File: config.mk
export PLATFORM = sky130hd
export DESIGN_NAME = rgb_frame_reader
export DESIGN_NICKNAME = d
export VERILOG_FILES = /design/src/rtl/rgb_frame_reader_pkg.sv /design/src/rtl/sram_word_fifo.sv /design/src/rtl/rgb_frame_reader.sv
export SDC_FILE = /design/constraint.sdc
export NUM_CORES = 1
export LEC_CHECK = 0
export BUFFER_PORTS_ARGS = -buffer_cell sky130_fd_sc_hd__buf_2
export CORE_ASPECT_RATIO = 0.6
export CORE_UTILIZATION = 50
export DETAILED_ROUTE_END_ITERATION = 10
export GPL_TIMING_DRIVEN = 0
export PLACE_DENSITY = 0.7
export RECOVER_POWER = 50
export SLEW_MARGIN = 40
export SYNTH_ARGS = -nofsm -noshare
export SYNTH_HDL_FRONTEND = slang
export SYNTH_SLANG_ARGS = --single-unit
File: constraint.sdc
create_clock -name Clock -period 7.97 [get_ports Clock]
set_input_delay 0.797 -clock Clock [delete_from_list [all_inputs] [get_ports Clock]]
set_output_delay 0.797 -clock Clock [all_outputs]
set_load 0.01 [all_outputs]
File: src/rtl/rgb_frame_reader_pkg.sv
// Shared state types and frame constants for the RGB read path.
// The colour-conversion stage imports the same frame geometry from here.
package rgb_frame_reader_pkg;

    localparam logic [17:0] RGB_BASE_ADDR = 18'd146944;
    localparam int          FRAME_WIDTH   = 320;
    localparam int          FRAME_HEIGHT  = 240;
    localparam int          FIFO_DEPTH    = 8;

    typedef enum logic [1:0] {
        S_RD_IDLE,
        S_RD_RUN,
        S_RD_DRAIN,
        S_RD_DONE
    } rd_state_t;

    typedef enum logic {
        S_UP_P0,
        S_UP_P1
    } up_state_t;

    // Two pixels pack into three 16-bit words.
    function automatic int frame_words(input int w, input int h);
        return (w * h * 3) / 2;
    endfunction

endpackage

File: src/rtl/sram_word_fifo.sv
// Show-ahead word FIFO between the SRAM read pipe and the pixel unpacker.
// Exposes the two oldest words so a full pixel can be built in one cycle.
module sram_word_fifo
    import rgb_frame_reader_pkg::*;
(
    input  logic        Clock,
    input  logic        Resetn,
    input  logic        i_push,
    input  logic [15:0] i_push_data,
    input  logic [1:0]  i_pop_num,
    output logic [15:0] o_head,
    output logic [15:0] o_next,
    output logic [3:0]  o_count
);

    localparam int AW = $clog2(FIFO_DEPTH);
    localparam int CW = 4;

    logic [15:0]   r_mem [FIFO_DEPTH];
    logic [AW-1:0] r_rd_ptr;
    logic [AW-1:0] r_wr_ptr;
    logic [CW-1:0] r_count;
    logic [AW-1:0] w_rd_ptr_nxt;

    assign w_rd_ptr_nxt = r_rd_ptr + AW'(1);

    always_ff @(posedge Clock) begin
        if (i_push) begin
            r_mem[r_wr_ptr] <= i_push_data;
        end
    end

    always_ff @(posedge Clock or negedge Resetn) begin
        if (!Resetn) begin
            r_rd_ptr <= '0;
            r_wr_ptr <= '0;
            r_count  <= '0;
        end else begin
            if (i_push) begin
                r_wr_ptr <= r_wr_ptr + AW'(1);
            end
            r_rd_ptr <= r_rd_ptr + AW'(i_pop_num);
            r_count  <= r_count + CW'(i_push) - CW'(i_pop_num);
        end
    end

    assign o_head  = r_mem[r_rd_ptr];
    assign o_next  = r_mem[w_rd_ptr_nxt];
    assign o_count = r_count;

endmodule

File: src/rtl/rgb_frame_reader.sv
// Streams one packed RGB frame out of SRAM and unpacks it into a
// valid/ready pixel stream with start-of-frame / start-of-line flags.
//
// Reader FSM                    | Unpacker FSM
// state      | meaning          | state   | meaning
// S_RD_IDLE  | wait for Enable  | S_UP_P0 | build even pixel from 2 words
// S_RD_RUN   | issuing reads    | S_UP_P1 | build odd pixel from saved R + 1 word
// S_RD_DRAIN | all reads issued, waiting for last pixel hand-off
// S_RD_DONE  | one-cycle Done pulse
module rgb_frame_reader
    import rgb_frame_reader_pkg::*;
#(
    parameter logic [17:0] RGB_BASE = RGB_BASE_ADDR,
    parameter int          WIDTH    = FRAME_WIDTH,
    parameter int          HEIGHT   = FRAME_HEIGHT
)(
    input  logic        Clock,
    input  logic        Resetn,
    input  logic        Enable,
    output logic [17:0] SRAM_address,
    input  logic [15:0] SRAM_read_data,
    output logic        SRAM_we_n,
    output logic [15:0] SRAM_write_data,
    output logic        pix_valid,
    input  logic        pix_ready,
    output logic [7:0]  pix_R,
    output logic [7:0]  pix_G,
    output logic [7:0]  pix_B,
    output logic        pix_sof,
    output logic        pix_sol,
    output logic        Done
);

    localparam int TOTAL_WORDS = frame_words(WIDTH, HEIGHT);
    localparam int RD_W        = $clog2(TOTAL_WORDS + 1);
    localparam int COL_W       = (WIDTH > 1) ? $clog2(WIDTH) : 1;
    localparam int ROW_W       = (HEIGHT > 1) ? $clog2(HEIGHT) : 1;

    localparam logic [RD_W-1:0]  RD_LOAD  = RD_W'(TOTAL_WORDS - 1);
    localparam logic [COL_W-1:0] COL_LAST = COL_W'(WIDTH - 1);
    localparam logic [ROW_W-1:0] ROW_LAST = ROW_W'(HEIGHT - 1);

    rd_state_t        r_rd_state;
    rd_state_t        w_rd_state_nxt;
    up_state_t        r_up_state;
    up_state_t        w_up_state_nxt;

    logic [17:0]      r_sram_address;
    logic [RD_W-1:0]  r_rd_left;
    logic [1:0]       r_rd_pipe;

    logic [15:0]      w_head;
    logic [15:0]      w_next;
    logic [3:0]       w_count;
    logic [1:0]       w_pop_num;
    logic [4:0]       w_occupancy;
    logic             w_room;
    logic             w_issue;
    logic             w_done;
    logic             w_load;
    logic             w_out_free;
    logic             w_accept;
    logic             w_last_accept;

    logic             r_pix_valid;
    logic             r_pix_last;
    logic             r_sof;
    logic             r_sol;
    logic [7:0]       r_R;
    logic [7:0]       r_G;
    logic [7:0]       r_B;
    logic [7:0]       r_saved_r;
    logic [COL_W-1:0] r_col;
    logic [ROW_W-1:0] r_row;

    sram_word_fifo u_fifo (
        .Clock       (Clock),
        .Resetn      (Resetn),
        .i_push      (r_rd_pipe[1]),
        .i_push_data (SRAM_read_data),
        .i_pop_num   (w_pop_num),
        .o_head      (w_head),
        .o_next      (w_next),
        .o_count     (w_count)
    );

    // Every word already fetched or on its way counts against the 8-word budget,
    // including the pair parked in a stalled output register.
    assign w_occupancy = 5'(w_count) + 5'(r_rd_pipe[0]) + 5'(r_rd_pipe[1])
                       + (r_pix_valid ? 5'd2 : 5'd0);
    assign w_room      = (w_occupancy < 5'(FIFO_DEPTH));

    // ---------------- reader FSM ----------------
    always_ff @(posedge Clock or negedge Resetn) begin
        if (!Resetn) begin
            r_rd_state <= S_RD_IDLE;
        end else begin
            r_rd_state <= w_rd_state_nxt;
        end
    end

    always_comb begin
        w_rd_state_nxt = r_rd_state;
        unique case (r_rd_state)
            S_RD_IDLE:  if (Enable) w_rd_state_nxt = S_RD_RUN;
            S_RD_RUN:   if (w_issue && (r_rd_left == RD_W'(1))) w_rd_state_nxt = S_RD_DRAIN;
            S_RD_DRAIN: if (w_last_accept) w_rd_state_nxt = S_RD_DONE;
            S_RD_DONE:  w_rd_state_nxt = S_RD_IDLE;
            default:    w_rd_state_nxt = S_RD_IDLE;
        endcase
    end

    // The pipe is empty in IDLE, so the first read goes out on the Enable edge.
    always_comb begin
        w_issue = 1'b0;
        w_done  = 1'b0;
        unique case (r_rd_state)
            S_RD_IDLE: w_issue = Enable;
            S_RD_RUN:  w_issue = w_room;
            S_RD_DONE: w_done  = 1'b1;
            default:   ;
        endcase
    end

    always_ff @(posedge Clock or negedge Resetn) begin
        if (!Resetn) begin
            r_sram_address <= '0;
            r_rd_left      <= '0;
            r_rd_pipe      <= '0;
        end else begin
            r_rd_pipe <= {r_rd_pipe[0], w_issue};
            if (w_issue) begin
                if (r_rd_state == S_RD_IDLE) begin
                    r_sram_address <= RGB_BASE;
                    r_rd_left      <= RD_LOAD;
                end else begin
                    r_sram_address <= r_sram_address + 18'd1;
                    r_rd_left      <= r_rd_left - RD_W'(1);
                end
            end
        end
    end

    // ---------------- unpacker FSM ----------------
    assign w_out_free    = !r_pix_valid || pix_ready;
    assign w_accept      = r_pix_valid && pix_ready;
    assign w_last_accept = w_accept && r_pix_last;

    always_ff @(posedge Clock or negedge Resetn) begin
        if (!Resetn) begin
            r_up_state <= S_UP_P0;
        end else begin
            r_up_state <= w_up_state_nxt;
        end
    end

    always_comb begin
        w_up_state_nxt = r_up_state;
        if (w_load) begin
            w_up_state_nxt = (r_up_state == S_UP_P0) ? S_UP_P1 : S_UP_P0;
        end
    end

    always_comb begin
        w_load    = 1'b0;
        w_pop_num = 2'd0;
        unique case (r_up_state)
            S_UP_P0: if (w_out_free && (w_count >= 4'd2)) begin
                w_load    = 1'b1;
                w_pop_num = 2'd2;
            end
            S_UP_P1: if (w_out_free && (w_count >= 4'd1)) begin
                w_load    = 1'b1;
                w_pop_num = 2'd1;
            end
            default: ;
        endcase
    end

    always_ff @(posedge Clock or negedge Resetn) begin
        if (!Resetn) begin
            r_pix_valid <= 1'b0;
            r_pix_last  <= 1'b0;
            r_sof       <= 1'b0;
            r_sol       <= 1'b0;
            r_R         <= '0;
            r_G         <= '0;
            r_B         <= '0;
            r_saved_r   <= '0;
        end else if (w_load) begin
            r_pix_valid <= 1'b1;
            r_sof       <= (r_col == '0) && (r_row == '0);
            r_sol       <= (r_col == '0);
            r_pix_last  <= (r_col == COL_LAST) && (r_row == ROW_LAST);
            if (r_up_state == S_UP_P0) begin
                r_R       <= w_head[15:8];
                r_G       <= w_head[7:0];
                r_B       <= w_next[15:8];
                r_saved_r <= w_next[7:0];
            end else begin
                r_R <= r_saved_r;
                r_G <= w_head[15:8];
                r_B <= w_head[7:0];
            end
        end else if (w_accept) begin
            r_pix_valid <= 1'b0;
        end
    end

    // Position of the next pixel to be built; wraps fully after the last one.
    always_ff @(posedge Clock or negedge Resetn) begin
        if (!Resetn) begin
            r_col <= '0;
            r_row <= '0;
        end else if (w_load) begin
            if (r_col == COL_LAST) begin
                r_col <= '0;
                r_row <= (r_row == ROW_LAST) ? '0 : r_row + ROW_W'(1);
            end else begin
                r_col <= r_col + COL_W'(1);
            end
        end
    end

    assign SRAM_address    = r_sram_address;
    assign SRAM_we_n       = 1'b1;
    assign SRAM_write_data = 16'd0;
    assign pix_valid       = r_pix_valid;
    assign pix_R           = r_R;
    assign pix_G           = r_G;
    assign pix_B           = r_B;
    assign pix_sof         = r_sof;
    assign pix_sol         = r_sol;
    assign Done            = w_done;

endmodule

==> flow_metrics.tcl, run 1 <==
set metrics [dict create \
    status "complete, but fails checks" \
    violations "capacitance limit, slew limit" \
    fin_util 0.604 \
    stdcell_count 1231 \
    dpl.cell_count 1189 \
    grt_pass1_wl_um 43200 \
    cts.sinks 231 \
    end_kind "register" \
    n_antenna_cell 0 \
    via_per_inst 6.10 \
    synth_seq_cells 231 \
    syn_area_per_cell_um2 13.7 \
    postCtsSetupBuffers 0 \
    syn_inst 817 \
    yosysWarnings 0 \
    path_class "register to register" \
    rsz0062_at_grt "false" \
    min_path_type "register to register" \
    p_leak_nw 5.07 \
    clock_path_buffers 3 \
    ys_seq_area_frac 0.575 \
    synth_edf_count 128 \
    grt_overflow_total 0 \
    async_reset_ff_frac 0.446 \
    slew_headroom -0.412 \
    cts_resized 0 \
    io_pins 83 \
    regArea_um2 6420 \
    drive_above_1_share 0.222 \
    multi_input_area_um2 4420 \
    synth-main-ff-cell "edfxtp_1" \
    htree_levels 1 \
    n_fill_cell 1640 \
    vias 7514 \
    fin_skew_ns 0.0178 \
    ir_worst_vdd_v 0.000218 \
    tns_ns 0 \
    tritoncts "yes" \
    portBuffers 65 \
    antenna_found_initial 0 \
    clk_pin_slew_worst_paths_ns 0.06 \
    hpwl_um 19300 \
    wl_per_cell_um 22.5 \
    grtUsageTotal 0.248 \
    initialDrtViolationCount 883 \
    grt_pass1_vias 7290 \
    maxCapViolations 1 \
    dieArea_um2 23000 \
    tightest_slew_ns 2.12 \
    hold_viol 0 \
    worstPathArrival_ns 4.04 \
    layout_setup_ws_ns 4.34 \
    final_antenna_net_count 0 \
    grt_max_degree 67 \
    rows 41 \
    cts_root_buf "clkbuf_16" \
    fmax_ghz 0.275 \
    wirelength_um 27700 \
    start_util 0.521 \
    postCtsHoldBufs 0 \
    period_share 0.456 \
    period_needed_ns 3.63 \
    dpl_worst_slack_ns 4.23 \
    fp.dieW_um 195 \
    drtPass1Iterations 5 \
    synth.distinct_cells 61 \
    start_kind "register" \
    required_ns 8.38 \
    worst_hold_slack_ns 0.397 \
    final_max_slew_viol_count 38 \
    gp_congestion 0.852 \
    nets 980 \
    cp_max_fo 10 \
    fp.dieH_um 118 \
    synthesis.area_um2 11200 \
    setup_viol_count_final 0 \
    power.density_nw_per_um2 421 \
    drcViolationCount 0 \
    cts-buffers-inserted 23 \
    areaGrowthSynthToFinish_pct 15.9 \
    clkLatencyLatePin_ns 0.52 \
    coreArea_um2 21400 \
]
## through the flow
step                instance area [um^2]  total power [mW]
CTS                                13000              5.44
global route                       12900              5.74
floorplan                          11200              3.35
global placement                   11900              4.07
finish                             12900              5.44
detailed placement                 12200              4.21
## path summary, 6_finish.rpt
kind	slack [ns]	end	depth (start not counted)	start
setup / recovery	4.34	u_fifo.o_count[1]	13	u_fifo.o_count[2]
hold / removal	0.40	r_rd_pipe[1]	0	r_rd_pipe[0]
setup reg to reg	4.34	u_fifo.o_count[1]	13	u_fifo.o_count[2]
hold reg to reg	0.40	r_rd_pipe[1]	0	r_rd_pipe[0]
max in group asynchronous	5.86	pix_R[7]	1	Resetn
min in group asynchronous	0.90	r_row[4]	1	Resetn
## cell families after synthesis
family / after synthesis / synth area share
buf+inv: 87 / 0.0368
fa+ha+maj: 25 / 0.0294
simple gates: 254 / 0.116
mux: 101 / 0.163
other cells: 2 / 0.000673
compound gates: 106 / 0.0707
xor+xnor: 11 / 0.00863
flops: 231 / 0.575
## per-layer routing
layer | track usage | up-vias | share of wire
met5 | 0 | - | 0
met4 | 0.0507 | 0 | 0.013
met3 | 0.0734 | 33 | 0.11
met2 | 0.332 | 363 | 0.41
met1 | 0.395 | 3761 | 0.46
li1 | - | 3357 | -
## placed cells by master, fill, tap and decap left out, types with 13 or more instances in the layout
master	Yosys	layout
nor3_1	29	27
conb_1	2	17
nor2_1	61	59
nor4_1	13	13
nor2b_1	13	13
a21oi_1	14	14
mux2i_1	34	34
dfrtp_1	103	103
mux4_2	64	64
nand2_1	64	64
ha_1	23	23
o21ai_0	31	31
clkbuf_16	0	23
inv_1	27	27
clkbuf_1	29	49
buf_2	10	61
o221ai_1	16	16
buf_4	19	23
edfxtp_1	128	128
nand3_1	23	23
## critical path, cell delays in order, from the launching register on
cell and delay (ns):
dfrtp_1 0.41, inv_1 0.13, ha_1 0.15, nor2b_1 0.37, a21oi_1 0.27, nand2_1 0.38, clkbuf_1 0.49, inv_1 0.21
ha_1 0.31, inv_1 0.06, ha_1 0.16, inv_1 0.06, fa_1 0.48, inv_1 0.04
## final cells by class
cell class	count	share of cell area
sequential	231	0.496
inverter	28	0.00812
tap	279	0.0270
buffer	59	0.0237
clock buffer	32	0.0517
timing repair buffer	78	0.0376
multi-input combinational	514	0.342
clock inverter	10	0.0141
## Yosys cell counts (all sizes together) (3+ instances only)
master | number | area share
o311ai | 6 | 0.0047
o21a | 3 | 0.0020
o221ai | 16 | 0.013
nand4 | 6 | 0.0034
mux4 | 64 | 0.13
edfxtp | 128 | 0.34
xor2 | 4 | 0.0031
nor4b | 9 | 0.0076
nor2 | 61 | 0.021
nor3 | 29 | 0.013
nor3b | 3 | 0.0020
nand2 | 64 | 0.022
a211oi | 7 | 0.0052
dfrtp | 103 | 0.23
o31ai | 4 | 0.0027
mux2 | 3 | 0.0030
a221o | 9 | 0.0081
inv | 28 | 0.0094
xnor2 | 7 | 0.0055
and4b | 7 | 0.0063
o21ai | 31 | 0.014
clkbuf | 29 | 0.0097
buf | 30 | 0.018
and3 | 4 | 0.0022
a21oi | 14 | 0.0063
nand2b | 6 | 0.0034
mux2i | 34 | 0.030
nor4 | 13 | 0.0073
a22o | 3 | 0.0024
nand3 | 24 | 0.011
nor2b | 14 | 0.0085
or3 | 8 | 0.0050
ha | 23 | 0.026
## sequential cells by signal, indices dropped and copies added (netlist names), 2 cells and up
name,flops
r_row,8
r_rd_state,2
r_rd_pipe,2
u_fifo.r_wr_ptr,3
u_fifo.r_mem,128
r_col,9
pix_R,8
r_rd_left,17
u_fifo.o_count,4
SRAM_address,18
pix_G,8
pix_B,8
u_fifo.r_rd_ptr,3
r_saved_r,8
## power breakdown
group	leakage (nW)	internal [mW]	switching [mW]
Clock	0.422	0.750	0.462
Combinational	2.22	0.987	1.47
Sequential	2.43	1.57	0.201
Total	5.07	3.31	2.14
Power figures use the tool's default switching activity.
==> inputs of run 2 (changes only) <==
--- a/config.mk
+++ b/config.mk
@@ -10,7 +10,7 @@
 export CORE_UTILIZATION = 50
 export DETAILED_ROUTE_END_ITERATION = 10
 export GPL_TIMING_DRIVEN = 0
-export PLACE_DENSITY = 0.7
+export PLACE_DENSITY = 0.73
 export RECOVER_POWER = 50
 export SLEW_MARGIN = 40
 export SYNTH_ARGS = -nofsm -noshare
==> constraint.sdc (replaced) <==
create_clock -name Clock -period 3.2 [get_ports Clock]
set_input_delay 0.32 -clock Clock [delete_from_list [all_inputs] [get_ports Clock]]
set_output_delay 0.32 -clock Clock [all_outputs]
set_load 0.01 [all_outputs]
==> flow_metrics.tcl, run 2 (synthesized netlist as in run 1, its figures left out) <==
set metrics [dict create \
    nets 981 \
    start_util 0.521 \
    end_kind "register" \
    cp_max_fo 10 \
    n_fill_cell 1637 \
    initialDrtViolationCount 878 \
    setup_viol_count_final 0 \
    fmax_ghz 0.333 \
    grt_overflow_total 0 \
    r2r_end "u_fifo.o_count[2]" \
    largest-register "u_fifo.r_mem" \
    final_max_slew_viol_count 38 \
    required_ns 3.58 \
    grtUsageTotal 0.244 \
    maxCapViolations 1 \
    wl_per_cell_um 22.3 \
    dpl_cell_area_um2 12200 \
    path_depth 13 \
    dpl.cell_count 1189 \
    areaGrowthSynthToFinish_pct 14.9 \
    n_antenna_cell 0 \
    cp_common_cell "inv_1" \
    cts-buffers-inserted 23 \
    path_class "register to register" \
    grt_max_degree 67 \
    drcViolationCount 0 \
    crit_chain "inv_1, ha_1, nor2b_2, a21oi_2, nand2_2, clkbuf_2, inv_1, ha_1, inv_1, ha_1, inv_1, fa_1, xnor2_1" \
    violations "capacitance limit, slew limit" \
    gp_congestion 0.838 \
    hold_viol 0 \
    cts.sinks 231 \
    period_share 0.939 \
    cts_root_buf "clkbuf_16" \
    postCtsSetupBuffers 0 \
    layout_setup_ws_ns 0.196 \
    clkLatencyLatePin_ns 0.51 \
    stdcell_count 1230 \
    wirelength_um 27500 \
    largest_reg_flops 128 \
    status "complete, but fails checks" \
    power.total_mw 13.1 \
    tightest_slew_ns 2.16 \
    crit_end "u_fifo.o_count[2]" \
    r2r_cells 13 \
    tritoncts "yes" \
    r2r-start "u_fifo.o_count[2]" \
    startpoint "u_fifo.o_count[2]" \
    worst_hold_path.num_cells 1 \
    ir_worst_vdd_v 0.000618 \
    cpPeakStageDelay_ns 0.41 \
    hpwl_um 19300 \
    drtPass1Iterations 5 \
    htree_levels 1 \
    rrSetupSlack_ns 0.20 \
    rsz0062_at_grt "false" \
    portBuffers 65 \
    fin_skew_ns 0.0191 \
    power.density_nw_per_um2 1020 \
    fp.dieH_um 118 \
    cp.buffers_inverters 5 \
    p_leak_nw 4.95 \
    via_per_inst 6.15 \
    start_kind "register" \
    vias 7568 \
    path_delay_family "adder cells" \
    worstPathArrival_ns 3.39 \
    dieArea_um2 23000 \
    period_needed_ns 3.00 \
    grt_pass1_vias 7420 \
    layout_commonest_cell "edfxtp_1" \
    antenna_found_initial 1 \
    layout_common_cells "128 x edfxtp_1, 103 x dfrtp_1, 64 x clkbuf_1, 64 x mux4_2, 63 x nand2_1" \
    fp.dieW_um 195 \
    io_pins 83 \
    final_antenna_net_count 0 \
    rows 41 \
    finish.instance_area_um2 12800 \
    clk_pin_slew_worst_paths_ns 0.07 \
    clock_path_buffers 3 \
    dpl_worst_slack_ns -0.304 \
    slowest_stage "dfrtp_1" \
    slew_headroom -0.437 \
    coreArea_um2 21400 \
    min_path_type "input port to register" \
    grt_pass1_wl_um 42700 \
    drive_above_1_share 0.207 \
]
run 2: changes by cell type in the layout (fill, tap and decap cells not counted), moves of 2 or more:
cell	previous run	this run
buf_2	61	43
clkbuf_1	49	64
clkbuf_8	6	1
bufinv_16	5	2
clkinvlp_4	0	3
buf_4	23	25
clkbuf_2	0	2
clkinv_1	0	2
nor2_1	59	57
nor2_4	2	4
run 2: how the worst min path moves through the flow:
| stage | to | from | slack (ns) |
|---|---|---|---|
| floorplan | SRAM_address[0] | Resetn | 0.02 |
| global placement | r_rd_pipe[1] | r_rd_pipe[0] | 0.37 |
| detailed placement | r_row[6] | Resetn | 0.22 |
| CTS | u_fifo.r_mem[5][8] | SRAM_read_data[8] | 0.07 |
| global route | u_fifo.r_mem[6][6] | SRAM_read_data[6] | 0.18 |
| finish | u_fifo.r_mem[4][8] | SRAM_read_data[8] | 0.16 |
run 2: through the flow:
stage          utilization  TNS [ns]  hold WS, ns
2_1_floorplan            -         0       0.0244
3_3_place_gp         0.555    -11.30        0.373
3_5_place_dp         0.567    -0.815        0.218
4_1_cts              0.601         0       0.0737
5_1_grt              0.598         0        0.177
6_report             0.598         0        0.163
run 2: power by group:
group | total [mW] | switching [mW] | internal [mW]
sequential | 4.44 | 0.525 | 3.91
combinational | 6.00 | 3.57 | 2.44
clock | 2.63 | 1.13 | 1.51
run 2: final cells by class:
type	count	area, um^2	area share
Buffer	59	309	0.0241
Clock inverter	12	119	0.00926
Inverter	28	105	0.00819
Sequential cell	231	6420	0.500
Multi-Input combinational cell	514	4450	0.347
Timing Repair Buffer	79	478	0.0372
Tap cell	279	349	0.0272
Clock buffer	28	604	0.0471
run 2: what timing repair did:
action	CTS	global route
hold endpoints to repair	37	0
hold buffers	1	0
endpoints found under the setup margin	4	3
gates resized for setup	3	3
run 2: metal layers:
| metal | vias up | global-route usage | part of all wire |
|---|---|---|---|
| li1 | 3354 | - | - |
| met1 | 3767 | 0.378 | 0.46 |
| met2 | 387 | 0.336 | 0.41 |
| met3 | 58 | 0.0751 | 0.11 |
| met4 | 2 | 0.0527 | 0.019 |
| met5 | - | 0 | 0.00047 |
==> inputs of run 3 (changes only) <==
--- a/config.mk
+++ b/config.mk
@@ -10,7 +10,7 @@
 export CORE_UTILIZATION = 50
 export DETAILED_ROUTE_END_ITERATION = 10
 export GPL_TIMING_DRIVEN = 0
-export PLACE_DENSITY = 0.73
+export PLACE_DENSITY = 0.71
 export RECOVER_POWER = 50
 export SLEW_MARGIN = 40
 export SYNTH_ARGS = -nofsm -noshare
==> flow_metrics.tcl, run 3 (synthesized netlist as in run 1, its figures left out) <==
set metrics [dict create \
    r2r_cells 11 \
    grtUsageTotal 0.241 \
    status "complete, but fails checks" \
    cp_max_fo 10 \
    layout_common_cells "128 x edfxtp_1, 103 x dfrtp_1, 70 x clkbuf_1, 64 x mux4_2, 63 x nand2_1" \
    period_share 0.940 \
    portBuffers 65 \
    start_util 0.521 \
    final_antenna_net_count 0 \
    rrSetupSlack_ns 0.19 \
    startpoint "u_fifo.o_count[3]" \
    layout_setup_ws_ns 0.191 \
    io_pins 83 \
    clock_path_buffers 3 \
    finish.instance_area_um2 12800 \
    violations "capacitance limit, slew limit" \
    clkLatencyLatePin_ns 0.51 \
    dpl_cell_area_um2 12100 \
    end_kind "register" \
    p_leak_nw 4.91 \
    rows 41 \
    dpl.cell_count 1189 \
    largest_reg_flops 128 \
    cts_root_buf "clkbuf_16" \
    drcViolationCount 0 \
    grt_overflow_total 0 \
    fin_skew_ns 0.0134 \
    tightest_slew_ns 2.09 \
    gp_congestion 0.847 \
    htree_levels 1 \
    fmax_ghz 0.332 \
    worst_hold_path.num_cells 1 \
    tritoncts "yes" \
    stdcell_count 1231 \
    coreArea_um2 21400 \
    drtPass1Iterations 6 \
    via_per_inst 6.05 \
    maxCapViolations 1 \
    layout_commonest_cell "edfxtp_1" \
    hold_viol 0 \
    required_ns 3.62 \
    crit_end "u_fifo.o_count[3]" \
    r2r_end "u_fifo.o_count[3]" \
    r2r-start "u_fifo.o_count[3]" \
    wl_per_cell_um 22.0 \
    fp.dieW_um 195 \
    nets 980 \
    antenna_found_initial 2 \
    largest-register "u_fifo.r_mem" \
    postCtsSetupBuffers 0 \
    fin_util 0.595 \
    dpl_worst_slack_ns -0.215 \
    grt_pass1_vias 7187 \
    ir_worst_vdd_v 0.000539 \
    grt_pass1_wl_um 42000 \
    grt_max_degree 68 \
    initialDrtViolationCount 722 \
    power.density_nw_per_um2 1010 \
    hpwl_um 19100 \
    worstPathArrival_ns 3.43 \
    slew_headroom -0.397 \
    start_kind "register" \
    clk_pin_slew_worst_paths_ns 0.06 \
    worst_hold_slack_ns 0.170 \
    fp.dieH_um 118 \
    path_class "register to register" \
    setup_viol_count_final 0 \
    drive_above_1_share 0.200 \
    cts-buffers-inserted 23 \
    rsz0062_at_grt "false" \
    cts.sinks 231 \
    wirelength_um 27100 \
    tns_ns 0 \
    period_needed_ns 3.01 \
    areaGrowthSynthToFinish_pct 14.3 \
    dieArea_um2 23000 \
    hold_start "SRAM_read_data[0]" \
    power.total_mw 12.9 \
    final_max_slew_viol_count 37 \
    min_path_type "input port to register" \
    vias 7447 \
]
## run 3: area by class of cell
| type | count | area [um^2] |
|---|---|---|
| fillers | 1671 | 8680 |
| flip-flops and latches | 231 | 6420 |
| multi-input cells | 514 | 4460 |
| clock buffers | 32 | 619 |
| repair buffers | 79 | 448 |
| well taps | 279 | 349 |
| plain buffers | 58 | 305 |
| inverters | 28 | 105 |
| clock inverters | 9 | 50.0 |
| diodes | 1 | 2.50 |
## run 3: power by group
group | switching [mW] | internal (mW) | total, mW
sequential | 0.489 | 3.91 | 4.40
clock | 1.11 | 1.35 | 2.46
combinational | 3.62 | 2.41 | 6.03
## run 3: worst min path at each step
| stage | slack (ns) | end |
|---|---|---|
| 2_1_floorplan | 0.02 | SRAM_address[0] |
| 3_3_place_gp | 0.37 | r_rd_pipe[1] |
| 3_5_place_dp | 0.21 | r_row[6] |
| 4_1_cts | 0.07 | u_fifo.r_mem[5][3] |
| 5_1_grt | 0.18 | u_fifo.r_mem[5][3] |
| 6_report | 0.17 | u_fifo.r_mem[1][0] |
## run 3: timing repair
action	in CTS	in global routing
setup endpoints to repair	3	3
hold buffers	1	0
hold endpoints to repair	36	0
gates resized for setup	2	1
## run 3: metal layers
metal,vias to the layer above,GRT usage,wire length [um]
met4,2,0.0487,419
met2,342,0.324,11000
met1,3713,0.374,12600
met5,-,0,13
met3,39,0.0857,3070
li1,3351,-,-
## run 3: critical path, cell delays in order (launching register included)
cell and delay (ns):
dfrtp_1 0.42, inv_1 0.11, ha_1 0.14, nor2b_1 0.37
or3_1 0.18, clkbuf_1 0.24, clkbuf_2 0.34, ha_1 0.31
ha_1 0.30, a21o_1 0.19, a21oi_1 0.17, xor2_1 0.17
